===== config.mk =====
export PLATFORM = sky130hd
export DESIGN_NAME = pipe_stage_latch_flat
export DESIGN_NICKNAME = d
export VERILOG_FILES = /design/src/rtl/pipe_stage_latch_if.sv /design/src/rtl/pipe_stage_latch.sv /design/src/flat_wrapper.sv
export SDC_FILE = /design/constraint.sdc
export NUM_CORES = 1
export LEC_CHECK = 0
export CAP_MARGIN = 0
export CORE_MARGIN = 5
export CORE_UTILIZATION = 35
export DETAILED_ROUTE_END_ITERATION = 8
export PLACE_DENSITY = 0.76
export SYNTH_ARGS = -nofsm -noshare
export SYNTH_HDL_FRONTEND = slang
export SYNTH_SLANG_ARGS = --single-unit

===== constraint.sdc =====
create_clock -name clock -period 0.8 [get_ports clock]
set_input_delay 0.2 -clock clock [delete_from_list [all_inputs] [get_ports clock]]
set_output_delay 0.2 -clock clock [all_outputs]
set_load 0.005 [all_outputs]

===== src/rtl/pipe_stage_latch_if.sv =====
// Stage-boundary bundle between two pipeline stages; slave = the latch, master = its environment.
// Counter signals exist only when PIPE_STAGE_LATCH_STALL_CNT_EN is defined.
interface pipe_stage_latch_if #(
  parameter int unsigned WIDTH = 32,
  parameter int unsigned NCH   = 2
);
  logic                   enable;
  logic                   flush;
  logic                   valid_in;
  logic [WIDTH-1:0]       pc_in;
  logic [NCH*WIDTH-1:0]   data_in;
  logic [WIDTH-1:0]       ir_in;
  logic [WIDTH-1:0]       pc_out;
  logic [NCH*WIDTH-1:0]   data_out;
  logic [WIDTH-1:0]       ir_out;
  logic                   valid_out;
`ifdef PIPE_STAGE_LATCH_STALL_CNT_EN
  logic                   cnt_clr;
  logic [15:0]            stall_cnt;

  modport master (
    output enable, flush, valid_in, pc_in, data_in, ir_in, cnt_clr,
    input  pc_out, data_out, ir_out, valid_out, stall_cnt
  );

  modport slave (
    input  enable, flush, valid_in, pc_in, data_in, ir_in, cnt_clr,
    output pc_out, data_out, ir_out, valid_out, stall_cnt
  );
`else
  modport master (
    output enable, flush, valid_in, pc_in, data_in, ir_in,
    input  pc_out, data_out, ir_out, valid_out
  );

  modport slave (
    input  enable, flush, valid_in, pc_in, data_in, ir_in,
    output pc_out, data_out, ir_out, valid_out
  );
`endif
endinterface


===== src/rtl/pipe_stage_latch.sv =====
// Configurable pipeline stage latch (PC, NCH data channels, IR, valid); optional stall counter via PIPE_STAGE_LATCH_STALL_CNT_EN.
// One-edge latency on every field; enable=0 stalls, flush injects a NOP bubble; all outputs are registered.
module pipe_stage_latch #(
  parameter int unsigned      WIDTH   = 32,
  parameter int unsigned      NCH     = 2,
  parameter logic [WIDTH-1:0] NOP     = '0,
  parameter bit               IR_FREE = 1'b0
) (
  input  logic               clock,
  input  logic               reset,
  pipe_stage_latch_if.slave  bus
);

  logic [WIDTH-1:0] pc_q;
  logic [WIDTH-1:0] ir_q;
  logic             valid_q;
  logic             ir_load;

  // PC/data never see flush: they follow enable only and are qualified downstream by valid_out.
  always_ff @(posedge clock or negedge reset) begin
    if (!reset) begin
      pc_q <= '0;
    end else if (bus.enable) begin
      pc_q <= bus.pc_in;
    end
  end

  for (genvar k = 0; k < NCH; k++) begin : g_ch
    logic [WIDTH-1:0] ch_q;

    always_ff @(posedge clock or negedge reset) begin
      if (!reset) begin
        ch_q <= '0;
      end else if (bus.enable) begin
        ch_q <= bus.data_in[k*WIDTH +: WIDTH];
      end
    end

    assign bus.data_out[k*WIDTH +: WIDTH] = ch_q;
  end

  assign ir_load = IR_FREE ? 1'b1 : bus.enable;

  always_ff @(posedge clock or negedge reset) begin
    if (!reset) begin
      ir_q    <= NOP;
      valid_q <= 1'b0;
    end else if (bus.flush) begin
      ir_q    <= NOP;
      valid_q <= 1'b0;
    end else if (ir_load) begin
      ir_q    <= bus.ir_in;
      valid_q <= bus.valid_in;
    end
  end

  assign bus.pc_out    = pc_q;
  assign bus.ir_out    = ir_q;
  assign bus.valid_out = valid_q;

`ifdef PIPE_STAGE_LATCH_STALL_CNT_EN
  logic [15:0] cnt_q;
  logic        cnt_inc;

  // Counts only edges that hold a real instruction; saturates instead of wrapping.
  assign cnt_inc = !bus.enable && !bus.flush && valid_q && (cnt_q != 16'hFFFF);

  always_ff @(posedge clock or negedge reset) begin
    if (!reset) begin
      cnt_q <= '0;
    end else if (bus.cnt_clr) begin
      cnt_q <= '0;
    end else if (cnt_inc) begin
      cnt_q <= cnt_q + 16'd1;
    end
  end

  assign bus.stall_cnt = cnt_q;
`endif

endmodule


===== src/flat_wrapper.sv =====
// flat-port wrapper written by rule: the top's interface ports become plain ports
module pipe_stage_latch_flat 
#(
  parameter int unsigned      WIDTH   = 32,
  parameter int unsigned      NCH     = 2,
  parameter logic [WIDTH-1:0] NOP     = '0,
  parameter bit               IR_FREE = 1'b0
)
  (clock, reset, bus_enable, bus_flush, bus_valid_in, bus_pc_in, bus_data_in, bus_ir_in, bus_pc_out, bus_data_out, bus_ir_out, bus_valid_out);
  pipe_stage_latch_if #(.WIDTH(WIDTH), .NCH(NCH)) bus_i ();
  input  logic clock;
  input  logic reset;
  input wire logic [$bits(bus_i.enable)-1:0] bus_enable;
  input wire logic [$bits(bus_i.flush)-1:0] bus_flush;
  input wire logic [$bits(bus_i.valid_in)-1:0] bus_valid_in;
  input wire logic [$bits(bus_i.pc_in)-1:0] bus_pc_in;
  input wire logic [$bits(bus_i.data_in)-1:0] bus_data_in;
  input wire logic [$bits(bus_i.ir_in)-1:0] bus_ir_in;
  output wire logic [$bits(bus_i.pc_out)-1:0] bus_pc_out;
  output wire logic [$bits(bus_i.data_out)-1:0] bus_data_out;
  output wire logic [$bits(bus_i.ir_out)-1:0] bus_ir_out;
  output wire logic [$bits(bus_i.valid_out)-1:0] bus_valid_out;
  assign bus_i.enable = bus_enable;
  assign bus_i.flush = bus_flush;
  assign bus_i.valid_in = bus_valid_in;
  assign bus_i.pc_in = bus_pc_in;
  assign bus_i.data_in = bus_data_in;
  assign bus_i.ir_in = bus_ir_in;
  assign bus_pc_out = bus_i.pc_out;
  assign bus_data_out = bus_i.data_out;
  assign bus_ir_out = bus_i.ir_out;
  assign bus_valid_out = bus_i.valid_out;
  pipe_stage_latch #(.WIDTH(WIDTH), .NCH(NCH), .NOP(NOP), .IR_FREE(IR_FREE)) u_core (.clock(clock), .reset(reset), .bus(bus_i));
endmodule

==> impl_metrics.ini, run 1 <==
[outcome]
status = finished with violations
violations = setup timing

[sta]
skew_ns = 0
hold_violations = 0
drv_slew = 0
fmax_ghz = 0.8817
fin_crit_sh_pct = 141.8
setup_viol = 151
relSlewSlack_pct = 78.81
timing.final.ws_setup_ns = -0.3341
grt_setup_unrepaired = true
fin_setup_tns_ns = -40.57
fin_crit_ns = 1.134
tightest_slew_ns = 0.3179

[grt]
overflow = 0
grt_first_pass_wirelength_um = 21100
groute.usage.overall_pct = 16.47
grt_pass1_vias = 4158
grt_max_degree = 59
antenna_found_initial = 0

[clocking]
insertion_delay_ns = 0.39
cts_tree = yes
cts_root_buffer = clkbuf_16
cts_inserted_buffers = 17
clkSlewWorstSetupHoldPaths_ns = 0.05
cts_max_level = 4
clock-sinks = 129
clk_path_buf_depth = 2

[floorplan]
start_util_pct = 35.63
ios = 262
core_area_mm2 = 0.01383
die_h_um = 128.6
std_cell_rows = 43
fp.dieW_um = 128.6
dieArea_mm2 = 0.01655

[logic_synthesis]
ys_async_sr_fraction_pct = 100.0
syn-num-nets = 442
yosys.area.top_type = dfrtp_1
netlist_top_cells_area = dfrtp_1, mux2_2, mux2i_1, buf_6, nor2_1
synth_common_cells = dfrtp_1, mux2_2, mux2i_1, nor2_1, buf_6
synth_seq_cells = 129
synth.avg_cell_area_um2 = 15.94
netlist_area_mm2 = 0.004926
ys_types = 8
synth_cells = 309
yosysMostFrequentCell = dfrtp_1
yosys_warnings = 0
synth_edf_count = 0
netlist.area_leader.share_pct = 65.53
yosys_most_used_dff = dfrtp_1
ys_seq_area_share_pct = 65.53

[setup_path]
crit_required_ns = 0.60
crit_type = register to output pin
crit_fanout = 2
crit_path_top_delay_cell = dfrtp_1
start_kind = register
cp_top_family = flip-flops
path_buf_inv = 1
crit_chain = buf_2
crit_arrival_ns = 0.93
critPathMaxStageDelay_ns = 0.40
end_kind = output pin

[detailed_routing]
drt_first_pass_iters = 4
ant_nets = 0
drc = 0
drt-initial-drc-count = 96
wl_per_cell_um = 17.07
wl_um = 13810
vias = 3637
vias_per_cell = 4.496

[final_layout]
multi_input_area_mm2 = 0.001593
finalNetCount = 751
drive_gt1_share_pct = 48.01
syn2layout_area_growth_pct = 63.30
n_antenna_cell = 0
regArea_mm2 = 0.003228
nFillCells = 1109

[power_and_ir_drop]
peakVddDrop_uv = 1245
p_total_w = 0.01742
power.density_mw_per_mm2 = 2166
power.leakage_nw = 3.849

[flow_run]
cap_violations = 0

[place]
place.port_buffers = 261
dpl.hpwl_um = 10170
gp_congestion = 0.8068

[worst_hold_path]
hp-class = input port to asynchronous set/reset pin
[cells in the final DEF, fill, tap and decap left out]
master	instances
clkinvlp_4	1
clkbuf_8	5
clkdlybuf4s50_1	130
clkinv_2	3
mux2i_4	1
buf_2	129
mux2i_2	1
dlygate4sd3_1	1
mux2_2	85
buf_4	27
clkbuf_1	3
buf_12	5
dfrtp_1	129
nor2_1	33
buf_6	16
bufinv_16	1
mux2i_1	31
clkbuf_16	17
mux2_4	11
[state kept, by name, indices dropped and copies added, names as in the netlist]
register	count
u_core.bus.pc_out	32
u_core.g_ch.ch_q	64
u_core.bus.ir_out	32
u_core.bus.valid_out	1
[routing by layer]
metal / GRT usage, % / up-vias / part of all wire (%)
li1: - / 1696 / -
met1: 17.56 / 1748 / 36
met2: 28.16 / 164 / 51
met3: 7.472 / 29 / 10
met4: 7.227 / 0 / 3.0
met5: 0 / - / 0
[area by class of cell]
| type | count | area share, % |
|---|---|---|
| Clock buffer | 25 | 6.284 |
| Tap cell | 180 | 2.800 |
| Multi-Input combinational cell | 162 | 19.80 |
| Timing Repair Buffer | 308 | 30.33 |
| Sequential cell | 129 | 40.13 |
| Clock inverter | 5 | 0.6533 |
[cell families (layout without fill, tap and decap cells)]
family / Yosys count / count (layout) / synth area share [%]
simple gates: 33 / 33 / 2.515
flops: 129 / 129 / 65.53
buf+inv: 18 / 338 / 3.302
mux: 129 / 129 / 28.65
[stage by stage]
step	instances	setup WS [ns]	util, %	area (um^2)	hold WS [ns]
after floorplan	309	-0.09086	-	4960	-0.09559
after global placement	748	-0.3345	56.28	7782	0.2073
after detailed placement	748	-0.3538	56.28	7782	0.2117
after CTS	799	-0.3645	56.81	7855	0.3398
after global routing	809	-0.3872	58.18	8044	0.3627
final	809	-0.3341	58.18	8044	0.3497
[repair_timing]
action | 4_1_cts | 5_1_grt
setup endpoints to repair | 130 | 150
hold buffers | 1 | 0
pin swaps | 0 | 4
cloned | 0 | 0
endpoints found under the hold margin | 129 | 0
setup buffers | 20 | 18
resized for setup | 516 | 29
[final timing paths]
kind	startpoint	end	slack (ns)	cells past startpoint
worst min register to register	u_core.g_ch[1].ch_q[25]$_DFFE_PN0P_	u_core.g_ch[1].ch_q[25]$_DFFE_PN0P_	0.50	1
worst max register to register	u_core.g_ch[1].ch_q[17]$_DFFE_PN0P_	u_core.g_ch[1].ch_q[17]$_DFFE_PN0P_	-0.19	3
worst min-delay path	reset	u_core.g_ch[0].ch_q[29]$_DFFE_PN0P_	0.35	3
min in group clock	bus_enable	u_core.bus.pc_out[12]$_DFFE_PN0P_	0.37	3
max in group asynchronous	reset	u_core.g_ch[1].ch_q[19]$_DFFE_PN0P_	0.15	3
worst max-delay path	u_core.bus.ir_out[1]$_DFFE_PN0P_	bus_ir_out[1]	-0.33	1
[power breakdown]
| group | internal [W] | switching, W | leakage (nW) |
|---|---|---|---|
| Combinational | 0.00177 | 0.000991 | 2.01 |
| Clock | 0.00464 | 0.00262 | 0.275 |
| Sequential | 0.00711 | 0.000294 | 1.56 |
No activity file was read; power rests on OpenSTA's default activity.
==> run 2: changes to the inputs <==
SETUP_SLACK_MARGIN = 0.3   (was unset)
==> run 2 against run 1 <==
The run ends with hold timing, setup timing left. Flip-flop and latch count is the same. Design area grew 2.7%. Utilization grew 1.6 points. First-iteration DRC count grew 59%. Clock power grew 0.7%. Non-clock buffer count grew 12. Critical endpoint is now bus_ir_out[20]. Highest routed layer unchanged.
==> impl_metrics.ini, run 2 (same netlist as run 1, synthesis figures left out) <==
[power_and_ir_drop]
p_total_w = 0.01762
intPower_w = 0.01370
p_clk_share_pct = 41.4
comb_power_share_pct = 16.6
p_sw_w = 0.003914
p_seq_share_pct = 42.0
power.density_mw_per_mm2 = 2133
power.leakage_nw = 3.969
sw_frac_of_total_pct = 22.22
peakVddDrop_uv = 1426

[setup_path]
rr_worst_depth = 4
crit_type = register to output pin
crit_fanout = 2
reg2reg_to = u_core.g_ch[0].ch_q[22]$_DFFE_PN0P_
start_kind = register
reg2reg_slack_ns = -0.26
critPathMaxStageDelay_ns = 0.39
path_buf_inv = 1
rr_startpoint = u_core.g_ch[0].ch_q[22]$_DFFE_PN0P_
crit_arrival_ns = 0.94
crit_required_ns = 0.60
end_kind = output pin
crit_chain = buf_2
crit_path_top_delay_cell = dfrtp_1
cp_top_family = flip-flops

[final_layout]
multi_input_area_mm2 = 0.001592
syn2layout_area_growth_pct = 67.67
largest_reg_flops = 64
n_antenna_cell = 0
final_util_pct = 59.73
final_cell_mix = clkdlybuf4s50_1, buf_2, dfrtp_1
finalNetCount = 763
nFillCells = 1112
top_register = u_core.g_ch.ch_q
drive_gt1_share_pct = 48.67
regArea_mm2 = 0.003228

[sta]
skew_ns = 0
fin_crit_ns = 1.138
setup_viol = 153
timing.final.ws_setup_ns = -0.3377
drv_slew = 0
hold_violations = 129
tightest_slew_ns = 0.2676
relSlewSlack_pct = 82.16
hold_slack_ns = -0.3351
fmax_ghz = 0.8790
fin_crit_sh_pct = 142.2
grt_setup_unrepaired = true

[place]
place.port_buffers = 261
gp_congestion = 0.7700
dpl.hpwl_um = 10510

[detailed_routing]
wl_per_cell_um = 17.47
vias_per_cell = 4.501
wl_um = 14340
vias = 3695
drt-initial-drc-count = 153
drc = 0
drt_first_pass_iters = 4
ant_nets = 0

[outcome]
violations = hold timing, setup timing
status = finished with violations

[grt]
groute.usage.overall_pct = 17.07
antenna_found_initial = 0
grt_first_pass_wirelength_um = 21860
grt_max_degree = 42
grt_pass1_vias = 4121
overflow = 0

[clocking]
cts_tree = yes
cts_inserted_buffers = 17
insertion_delay_ns = 0.40
clk_path_buf_depth = 2
clock-sinks = 129
cts_max_level = 4
cts_root_buffer = clkbuf_16
clkSlewWorstSetupHoldPaths_ns = 0.06

[floorplan]
start_util_pct = 35.63
core_area_mm2 = 0.01383
fp.dieW_um = 128.6
dieArea_mm2 = 0.01655
die_h_um = 128.6
ios = 262
std_cell_rows = 43

[flow_run]
cap_violations = 0

[worst_hold_path]
hp-class = input port to asynchronous set/reset pin
-- run 2: metrics by stage --
step | hold WS (ns) | setup TNS [ns] | worst slack [ns] | area, um^2 | std cells
after floorplan | -0.09559 | -7.172 | -0.09086 | 4977 | 309
after global placement | 0.09833 | -65.02 | -0.2998 | 7816 | 747
after detailed placement | 0.09624 | -67.29 | -0.3116 | 7816 | 747
after CTS | -0.3468 | -43.39 | -0.3528 | 7929 | 798
after global routing | -0.3546 | -49.14 | -0.3813 | 8259 | 821
final | -0.3351 | -42.24 | -0.3377 | 8259 | 821
-- run 2: timing repair --
item / in CTS / in global routing
gates cloned: 1 / 0
setup buffers: 20 / 23
endpoints found under the setup margin: 258 / 258
pin swaps: 1 / 10
gates resized for setup: 523 / 42
endpoints found under the hold margin: 129 / 129
-- run 2: area by class of cell --
type,count,share of cell area (%)
flip-flops and latches,129,39.09
repair buffers,320,32.21
multi-input cells,162,19.27
clock buffers,24,5.711
well taps,180,2.727
clock inverters,6,0.9998
-- run 2: worst max-delay path by stage --
stage	from	slack, ns	cells past startpoint	endpoint
after CTS	u_core.g_ch[1].ch_q[12]$_DFFE_PN0P_	-0.35	1	bus_data_out[44]
final	u_core.bus.ir_out[20]$_DFFE_PN0P_	-0.34	1	bus_ir_out[20]
after floorplan	bus_enable	-0.09	3	u_core.bus.pc_out[13]$_DFFE_PN0P_
after global placement	bus_flush	-0.30	3	u_core.bus.ir_out[23]$_DFFE_PN0P_
after detailed placement	bus_enable	-0.31	3	u_core.g_ch[0].ch_q[26]$_DFFE_PN0P_
after global routing	u_core.bus.ir_out[2]$_DFFE_PN0P_	-0.38	1	bus_ir_out[2]
-- run 2: power groups by stage --
| stage | logic, W | clock network [W] | registers (W) |
|---|---|---|---|
| final | 0.00292 | 0.00730 | 0.00740 |
| after global routing | 0.00315 | 0.00778 | 0.00748 |
| after CTS | 0.00273 | 0.00745 | 0.00739 |
| after detailed placement | 0.00312 | 0 | 0.00753 |
| after global placement | 0.00307 | 0 | 0.00748 |
| after floorplan | 0.000862 | 0 | 0.00755 |
-- run 2: per-layer routing --
metal,vias up,share of wire [%],GRT usage [%]
met1,1801,35,18.09
met5,-,0,0
li1,1713,-,-
met4,0,1.5,5.683
met3,16,11,8.925
met2,165,52,29.36
